### config.mk
export PLATFORM = sky130hd
export DESIGN_NAME = music_sequencer
export DESIGN_NICKNAME = d
export VERILOG_FILES = /design/src/rtl/music_sequencer.sv
export SDC_FILE = /design/constraint.sdc
export NUM_CORES = 1
export LEC_CHECK = 0
export BUFFER_PORTS_ARGS = -buffer_cell sky130_fd_sc_hd__buf_2
export CAP_MARGIN = 20
export CELL_PAD_IN_SITES_DETAIL_PLACEMENT = 0
export CELL_PAD_IN_SITES_GLOBAL_PLACEMENT = 1
export CORE_MARGIN = 3
export CORE_UTILIZATION = 40
export DETAILED_ROUTE_END_ITERATION = 10
export PLACE_DENSITY = 0.74
export SYNTH_ARGS = -nofsm -noshare
export SYNTH_HDL_FRONTEND = slang
export SYNTH_SLANG_ARGS = --single-unit
### constraint.sdc
create_clock -name clk -period 4.15 [get_ports clk]
set_input_delay 0.83 -clock clk [delete_from_list [all_inputs] [get_ports clk]]
set_output_delay 0.83 -clock clk [all_outputs]
set_load 0.02 [all_outputs]
### src/rtl/music_sequencer.sv
// Melody player: walks a combinational song ROM and plays each
// (note, duration) entry as a 50%-duty square wave on the speaker pin.
module music_sequencer #(
  parameter int CLK_HZ      = 25_000_000,
  parameter int SONG_LEN    = 32,
  parameter int AW          = 5,
  parameter int BEAT_CYCLES = 3_125_000,
  parameter int GAP_CYCLES  = 250_000,
  parameter int DIV_W       = 16
) (
  input  logic          clk,
  input  logic          rst_n,
  input  logic          start,
  input  logic          stop,
  input  logic          loop_en,
  output logic [AW-1:0] song_addr,
  input  logic [6:0]    song_data,
  output logic          speaker,
  output logic          busy,
  output logic          done
);

  localparam int DUR_W = $clog2(8 * BEAT_CYCLES + 1);
  localparam int GAP_W = $clog2(GAP_CYCLES + 2);
  localparam logic [AW-1:0] LAST = AW'(SONG_LEN - 1);
  localparam logic [GAP_W-1:0] GAP_LAST =
    GAP_W'((GAP_CYCLES > 0) ? GAP_CYCLES - 1 : 0);

  typedef enum logic [1:0] {
    S_IDLE,
    S_FETCH,
    S_PLAY,
    S_GAP
  } state_t;

  state_t            state, state_n;
  logic [AW-1:0]     addr_n;
  logic              spk_n, busy_n, done_n;
  logic [DIV_W-1:0]  div_cnt, div_n;
  logic [DIV_W-1:0]  half, half_n;
  logic [DUR_W-1:0]  dur_cnt, dur_n;
  logic [DUR_W-1:0]  play_len, len_n;
  logic [GAP_W-1:0]  gap_cnt, gap_n;
  logic              rest, rest_n;
  logic              eon;

  // Half-period table, folded to constants at elaboration
  function automatic logic [DIV_W-1:0] half_of(input logic [3:0] n);
    case (n)
      4'd1:    half_of = DIV_W'(CLK_HZ / 524);
      4'd2:    half_of = DIV_W'(CLK_HZ / 554);
      4'd3:    half_of = DIV_W'(CLK_HZ / 588);
      4'd4:    half_of = DIV_W'(CLK_HZ / 622);
      4'd5:    half_of = DIV_W'(CLK_HZ / 660);
      4'd6:    half_of = DIV_W'(CLK_HZ / 698);
      4'd7:    half_of = DIV_W'(CLK_HZ / 740);
      4'd8:    half_of = DIV_W'(CLK_HZ / 784);
      4'd9:    half_of = DIV_W'(CLK_HZ / 830);
      4'd10:   half_of = DIV_W'(CLK_HZ / 880);
      4'd11:   half_of = DIV_W'(CLK_HZ / 932);
      4'd12:   half_of = DIV_W'(CLK_HZ / 988);
      4'd13:   half_of = DIV_W'(CLK_HZ / 1046);
      4'd14:   half_of = DIV_W'(CLK_HZ / 1174);
      4'd15:   half_of = DIV_W'(CLK_HZ / 1318);
      default: half_of = '0;
    endcase
  endfunction

  always_comb begin
    state_n = state;
    addr_n  = song_addr;
    spk_n   = 1'b0;
    done_n  = 1'b0;
    div_n   = div_cnt;
    dur_n   = dur_cnt;
    gap_n   = gap_cnt;
    len_n   = play_len;
    half_n  = half;
    rest_n  = rest;
    eon     = 1'b0;
    unique case (state)
      S_IDLE: begin
        if (start) begin
          state_n = S_FETCH;
          addr_n  = '0;
        end
      end
      S_FETCH: begin
        len_n   = DUR_W'(BEAT_CYCLES) *
                  (DUR_W'(song_data[6:4]) + DUR_W'(1));
        half_n  = half_of(song_data[3:0]);
        rest_n  = (song_data[3:0] == 4'd0);
        div_n   = '0;
        dur_n   = '0;
        state_n = S_PLAY;
      end
      S_PLAY: begin
        if (dur_cnt == play_len - DUR_W'(1)) begin
          if (GAP_CYCLES == 0) begin
            eon = 1'b1;
          end else begin
            state_n = S_GAP;
            gap_n   = '0;
          end
        end else begin
          dur_n = dur_cnt + DUR_W'(1);
          spk_n = speaker;
          if (!rest) begin
            if (div_cnt == half - DIV_W'(1)) begin
              div_n = '0;
              spk_n = ~speaker;
            end else begin
              div_n = div_cnt + DIV_W'(1);
            end
          end
        end
      end
      S_GAP: begin
        if (gap_cnt == GAP_LAST) eon = 1'b1;
        else gap_n = gap_cnt + GAP_W'(1);
      end
    endcase

    if (eon) begin
      if (song_addr != LAST) begin
        addr_n  = song_addr + AW'(1);
        state_n = S_FETCH;
      end else if (loop_en) begin
        addr_n  = '0;
        state_n = S_FETCH;
      end else begin
        addr_n  = '0;
        state_n = S_IDLE;
        done_n  = 1'b1;
      end
    end

    // Abort beats every other request, including a same-cycle start
    if (stop) begin
      state_n = S_IDLE;
      addr_n  = '0;
      spk_n   = 1'b0;
      done_n  = 1'b0;
    end
    busy_n = (state_n != S_IDLE);
  end

  always_ff @(posedge clk or negedge rst_n) begin
    if (!rst_n) begin
      state     <= S_IDLE;
      song_addr <= '0;
      speaker   <= 1'b0;
      busy      <= 1'b0;
      done      <= 1'b0;
      div_cnt   <= '0;
      dur_cnt   <= '0;
      gap_cnt   <= '0;
      play_len  <= '0;
      half      <= '0;
      rest      <= 1'b0;
    end else begin
      state     <= state_n;
      song_addr <= addr_n;
      speaker   <= spk_n;
      busy      <= busy_n;
      done      <= done_n;
      div_cnt   <= div_n;
      dur_cnt   <= dur_n;
      gap_cnt   <= gap_n;
      play_len  <= len_n;
      half      <= half_n;
      rest      <= rest_n;
    end
  end

endmodule

# Yosys cells after proc, flatten, opt, wreduce, memory -nomap -nowiden
# Memories as Yosys holds them, arrays and structs flattened. A register that Yosys moved wholly into a read port is not among the register bits.
# Index checks and enable logic that the tools add are counted.
# word_totals
ff_bits	92
romBits	256
in_bits	12
out_inout_bits	8
word_cells	78
n_memories	1
# classes
add_sub_neg	7
n_mul	1
eq_ne	13
mux	32
n_bitwise	1
reduce_logical	13
# memory_table
memory	words	width	read_ports	rd_clocked_by_memory_dff	write_ports	line	text
(no name shown)	16	16	1	1	0	49	case (n)
# op_table
op	count
$pmux 25 s2	1
$mux 16	3
$mux 18	2
$pmux 18 s2	1
$pmux 16 s2	1
$add 25x1->25 const B	1
$eq 25x25->1	1
$mux 25	1
$mux 5	5
$sub 25x1->25 const B	1
$mul 19x4->22 const A	1
$add 18x1->18 const B	1
$eq 18x18->1 const B	1
$add 16x1->16 const B	1
$eq 16x16->1	1
$sub 16x1->16 const B	1
$mux 1	13
$mux 2	4
$ne 2x2->1 const B	4
$ne 4x4->1 const B	2
$pmux 2 s3	1
$reduce_and 2->1	3
$reduce_and 3->1	2
$reduce_bool 2->1	3
other kinds (10)	12

# Logic depth before layout (Yosys ltp)
# logic_depth
ltp_word	7
mapped_depth	18
mapped_depth_nobuf	17

# Worst setup path before layout
# OpenSTA, ideal clock, no wires.
# synth_timing
path_kind	input port to flip-flop
from	in song_data[4]
to	reg play_len[24]
t_arrival_ns	4.705
required_ns	4.017
path_slack_ns	-0.688
path_stages	16
n_path_buf	1
cell_sequence	clkbuf_1 > inv_1 > ha_1 > fa_1 > fa_1 > inv_1 > fa_1 > a311oi_1 > o21ai_0 > a211oi_1 > o21bai_1 > a21oi_1 > o21a_1 > o21ai_0 > xnor2_1 > o21ai_0
# synth_via
elab_chain_cells	2
# synth_lines
item	line	text
start, declared	17	input logic [6:0] song_data,
$add 3x1->4	90	(DUR_W'(song_data[6:4]) + DUR_W'(1));
$mul 19x4->22	89	len_n = DUR_W'(BEAT_CYCLES) *
end signal, assigned	170	play_len <= len_n;
end, declared	42	logic [DUR_W-1:0] play_len, len_n;
# Every way passes these cells.
# A chain may end at the register's enable or synchronous reset.

# Final worst setup path
# Ends and elaborated chain as after synthesis.

==> flow_metrics.env <==
export IMPL_fin_tns_setup_ns=0
export IMPL_drv_cap=0
export IMPL_die_x_um=145
export IMPL_gp_congestion=0.811
export IMPL_hold_path_class="register to register"
export IMPL_track_usage_pct=17.0
export IMPL_drt_iter0_drc=401
export IMPL_peakVddDrop_v=0.000198
export IMPL_grt_pass1_vias=5769
export IMPL_placed_area_mm2=0.00825
export IMPL_p_per_area_mw_per_mm2=439
export IMPL_syn_nets=952
export IMPL_design_area_mm2=0.00861
export IMPL_synth_edf_count=0
export IMPL_overflow=0
export IMPL_synth_cell_type_count=73
export IMPL_crit_required_ns=4.35
export IMPL_finalSetupViolCount=0
export IMPL_multi_input_area_mm2=0.00478
export IMPL_finalHoldViolCount=0
export IMPL_maxSlewHeadroom_pct=44.0
export IMPL_fp_dieH_um=145
export IMPL_netlist_area_mm2=0.00769
export IMPL_p_leak_nw=3.81
export IMPL_startpoint_type="primary input"
export IMPL_critPathCaptureType="register"
export IMPL_yosysTopAreaCell="dfrtp_1"
export IMPL_ys_flop_type="dfrtp_1"
export IMPL_post_dp_hpwl_mm=12.4
export IMPL_drc=0
export IMPL_status="finished, final reports clean"
export IMPL_area_delta_synth_final_pct=11.9
export IMPL_core_region_area_mm2=0.0188
export IMPL_fp_dieArea_mm2=0.0209
export IMPL_worstMarginPinSlew_ns=0.840
export IMPL_cts_root_buf="clkbuf_16"
export IMPL_wire_per_inst_um=14.6
export IMPL_vias=6363
export IMPL_antenna_cells=0
export IMPL_layout_drive_gt1_share_pct=10.9
export IMPL_cp_arrival_ns=4.11
export IMPL_worstPathMaxFanout=4
export IMPL_fin_util_pct=45.7
export IMPL_synthAdderAreaFrac_pct=7.94
export IMPL_placementRows=50
export IMPL_vias_per_cell=5.39
export IMPL_yosys_warnings=0
export IMPL_synthArstFlopShare_pct=100
export IMPL_clock_skew_ns=0.0115
export IMPL_holdWs_ns=0.500
export IMPL_synthCells=896
export IMPL_ys_seq_elements=106
export IMPL_crit_type="primary input to register"
export IMPL_final_nets=971
export IMPL_yosys_area_share_xor_xnor_pct=7.29
export IMPL_antenna_found_initial=0
export IMPL_synth_top_family_by_area="simple AND/OR/NAND/NOR gates"
export IMPL_clkLatencyLatePin_ns=0.36
export IMPL_holdBufCountCts=0
export IMPL_min_period_ns=3.91
export IMPL_clk_pin_slew_ns=0.07
export IMPL_grt_pass1_wl_mm=29.2
export IMPL_port_buffers=19
export IMPL_grt_max_degree=84
export IMPL_synth_area_mux_share_pct=2.91
export IMPL_first_pass_iters=5
export IMPL_cts_tree="yes"
export IMPL_nFillCells=1853
export IMPL_synth_area_leaders="dfrtp_1 34%, ha_1 5.9%, nand2_1 5.4%"
export IMPL_max_freq_mhz=256
export IMPL_synth_seq_area_share_pct=34.5
export IMPL_numCtsBuffers=9
export IMPL_yosysTopAreaCellShare_pct=34.5
export IMPL_synth_compound_area_share_pct=17.0
export IMPL_htreeDepth=3
export IMPL_initial_core_util_pct=40.9
export IMPL_yosys_area_share_simple_pct=26.1
export IMPL_maxSlewViolCount=0
export IMPL_synth_avg_cell_area_um2=8.59
export IMPL_drtAntennaViolNets=0
export IMPL_cts_buffer_depth=2
export IMPL_cts_sinks=106
export IMPL_boundaryPins=20
export IMPL_r2r_slack_ns=0.42
export IMPL_drt_total_wl_mm=17.3
export IMPL_regArea_mm2=0.00265
export IMPL_min_period_over_period_pct=94.2
==> placed cells by master (no fill, tap or decap), drive strengths merged, types with 8 or more instances in the layout <==
| cell type | count |
|---|---|
| a211o | 8 |
| a211oi | 9 |
| a21o | 8 |
| a21oi | 28 |
| and3 | 25 |
| buf | 57 |
| clkbuf | 12 |
| dfrtp | 106 |
| fa | 8 |
| ha | 36 |
| inv | 26 |
| mux2i | 19 |
| nand2 | 110 |
| nand2b | 20 |
| nand3 | 34 |
| nand4 | 17 |
| nor2 | 68 |
| nor2b | 13 |
| nor3 | 20 |
| nor4 | 13 |
| o211ai | 14 |
| o21ai | 81 |
| o31ai | 12 |
| or3 | 13 |
| or4 | 19 |
| xnor2 | 38 |
| xor2 | 26 |
==> Yosys cell counts, types with 14 or more instances <==
cell type / number
nand2_1: 110
a21oi_1: 26
o21ai_1: 22
nand4_1: 17
xnor2_1: 38
or4_1: 18
mux2i_1: 19
nand2b_1: 20
o21ai_0: 59
clkbuf_1: 32
inv_1: 26
nor2_1: 67
nand3_1: 34
o211ai_1: 14
nor3_1: 20
dfrtp_1: 106
ha_1: 36
xor2_1: 26
and3_1: 25
==> registers in the layout, summed over array words and instances, names as in the netlist, 2 cells and up <==
signal / cells
dur_cnt: 25
song_addr: 5
state: 2
play_len: 20
div_cnt: 16
gap_cnt: 18
half: 16
==> report_power, final <==
part | internal [mW] | switching (mW)
registers | 1.20 | 0.257
logic | 0.618 | 0.719
clock network | 0.608 | 0.384
total | 2.42 | 1.36
==> stage by stage <==
step	worst slack, ns	instances	power (mW)
4_1_cts	0.163	1179	3.82
5_1_grt	-0.0128	1180	4.07
3_5_place_dp	-0.217	1163	2.80
6_report	0.239	1180	3.78
2_1_floorplan	0.000124	896	2.43
3_3_place_gp	-0.148	1163	2.79
==> path summary, 6_finish.rpt <==
path,cells after the start,from,to
max,16,song_data[4],play_len[24]
min,1,song_addr[3],song_addr[3]
max reg2reg,12,play_len[8],dur_cnt[9]
min reg2reg,1,song_addr[3],song_addr[3]
max in group asynchronous,2,rst_n,dur_cnt[20]
min in group asynchronous,1,rst_n,gap_cnt[8]
==> layer usage <==
layer  global-route usage [%]  up-vias  routed length [µm]
li1                         -     3259                   -
met1                     26.3     3000                9140
met2                     24.8       90                7410
met3                     1.87       14                 458
met4                     5.20        0                 244
met5                        0        -                   0
==> cell type report <==
type	instances	share of cell area [%]
multi-input cells	715	55.6
flip-flops and latches	106	30.8
repair buffers	57	4.59
well taps	260	3.78
clock buffers	12	2.86
inverters	26	1.19
clock inverters	4	1.15
==> worst max-delay path, stage by stage <==
cell      delay [ns]
buf_2           0.15
ha_4            0.19
xor2_4          0.18
fa_1            0.49
fa_1            0.52
inv_1           0.08
fa_2            0.36
a311oi_2        0.27
o21ai_2         0.09
a211oi_1        0.21
o21bai_1        0.09
a21oi_1         0.17
o21a_1          0.18
o21ai_1         0.09
xnor2_1         0.15
o21ai_0         0.08
==> cells by family after synthesis <==
kind of cell	after synthesis
and+or+nand+nor	386
AOI/OAI and AO/OA	199
muxes	22
DFF	106
buffers and inverters	75
xor gates and xnor gates	64
adders and majority gates	44
==> what timing repair did <==
item                       4_1_cts  5_1_grt
setup endpoints to repair        0        4
resized for setup                0        2
buffers inserted                 0        1
Note: power is estimated with default switching activity, not from simulation.
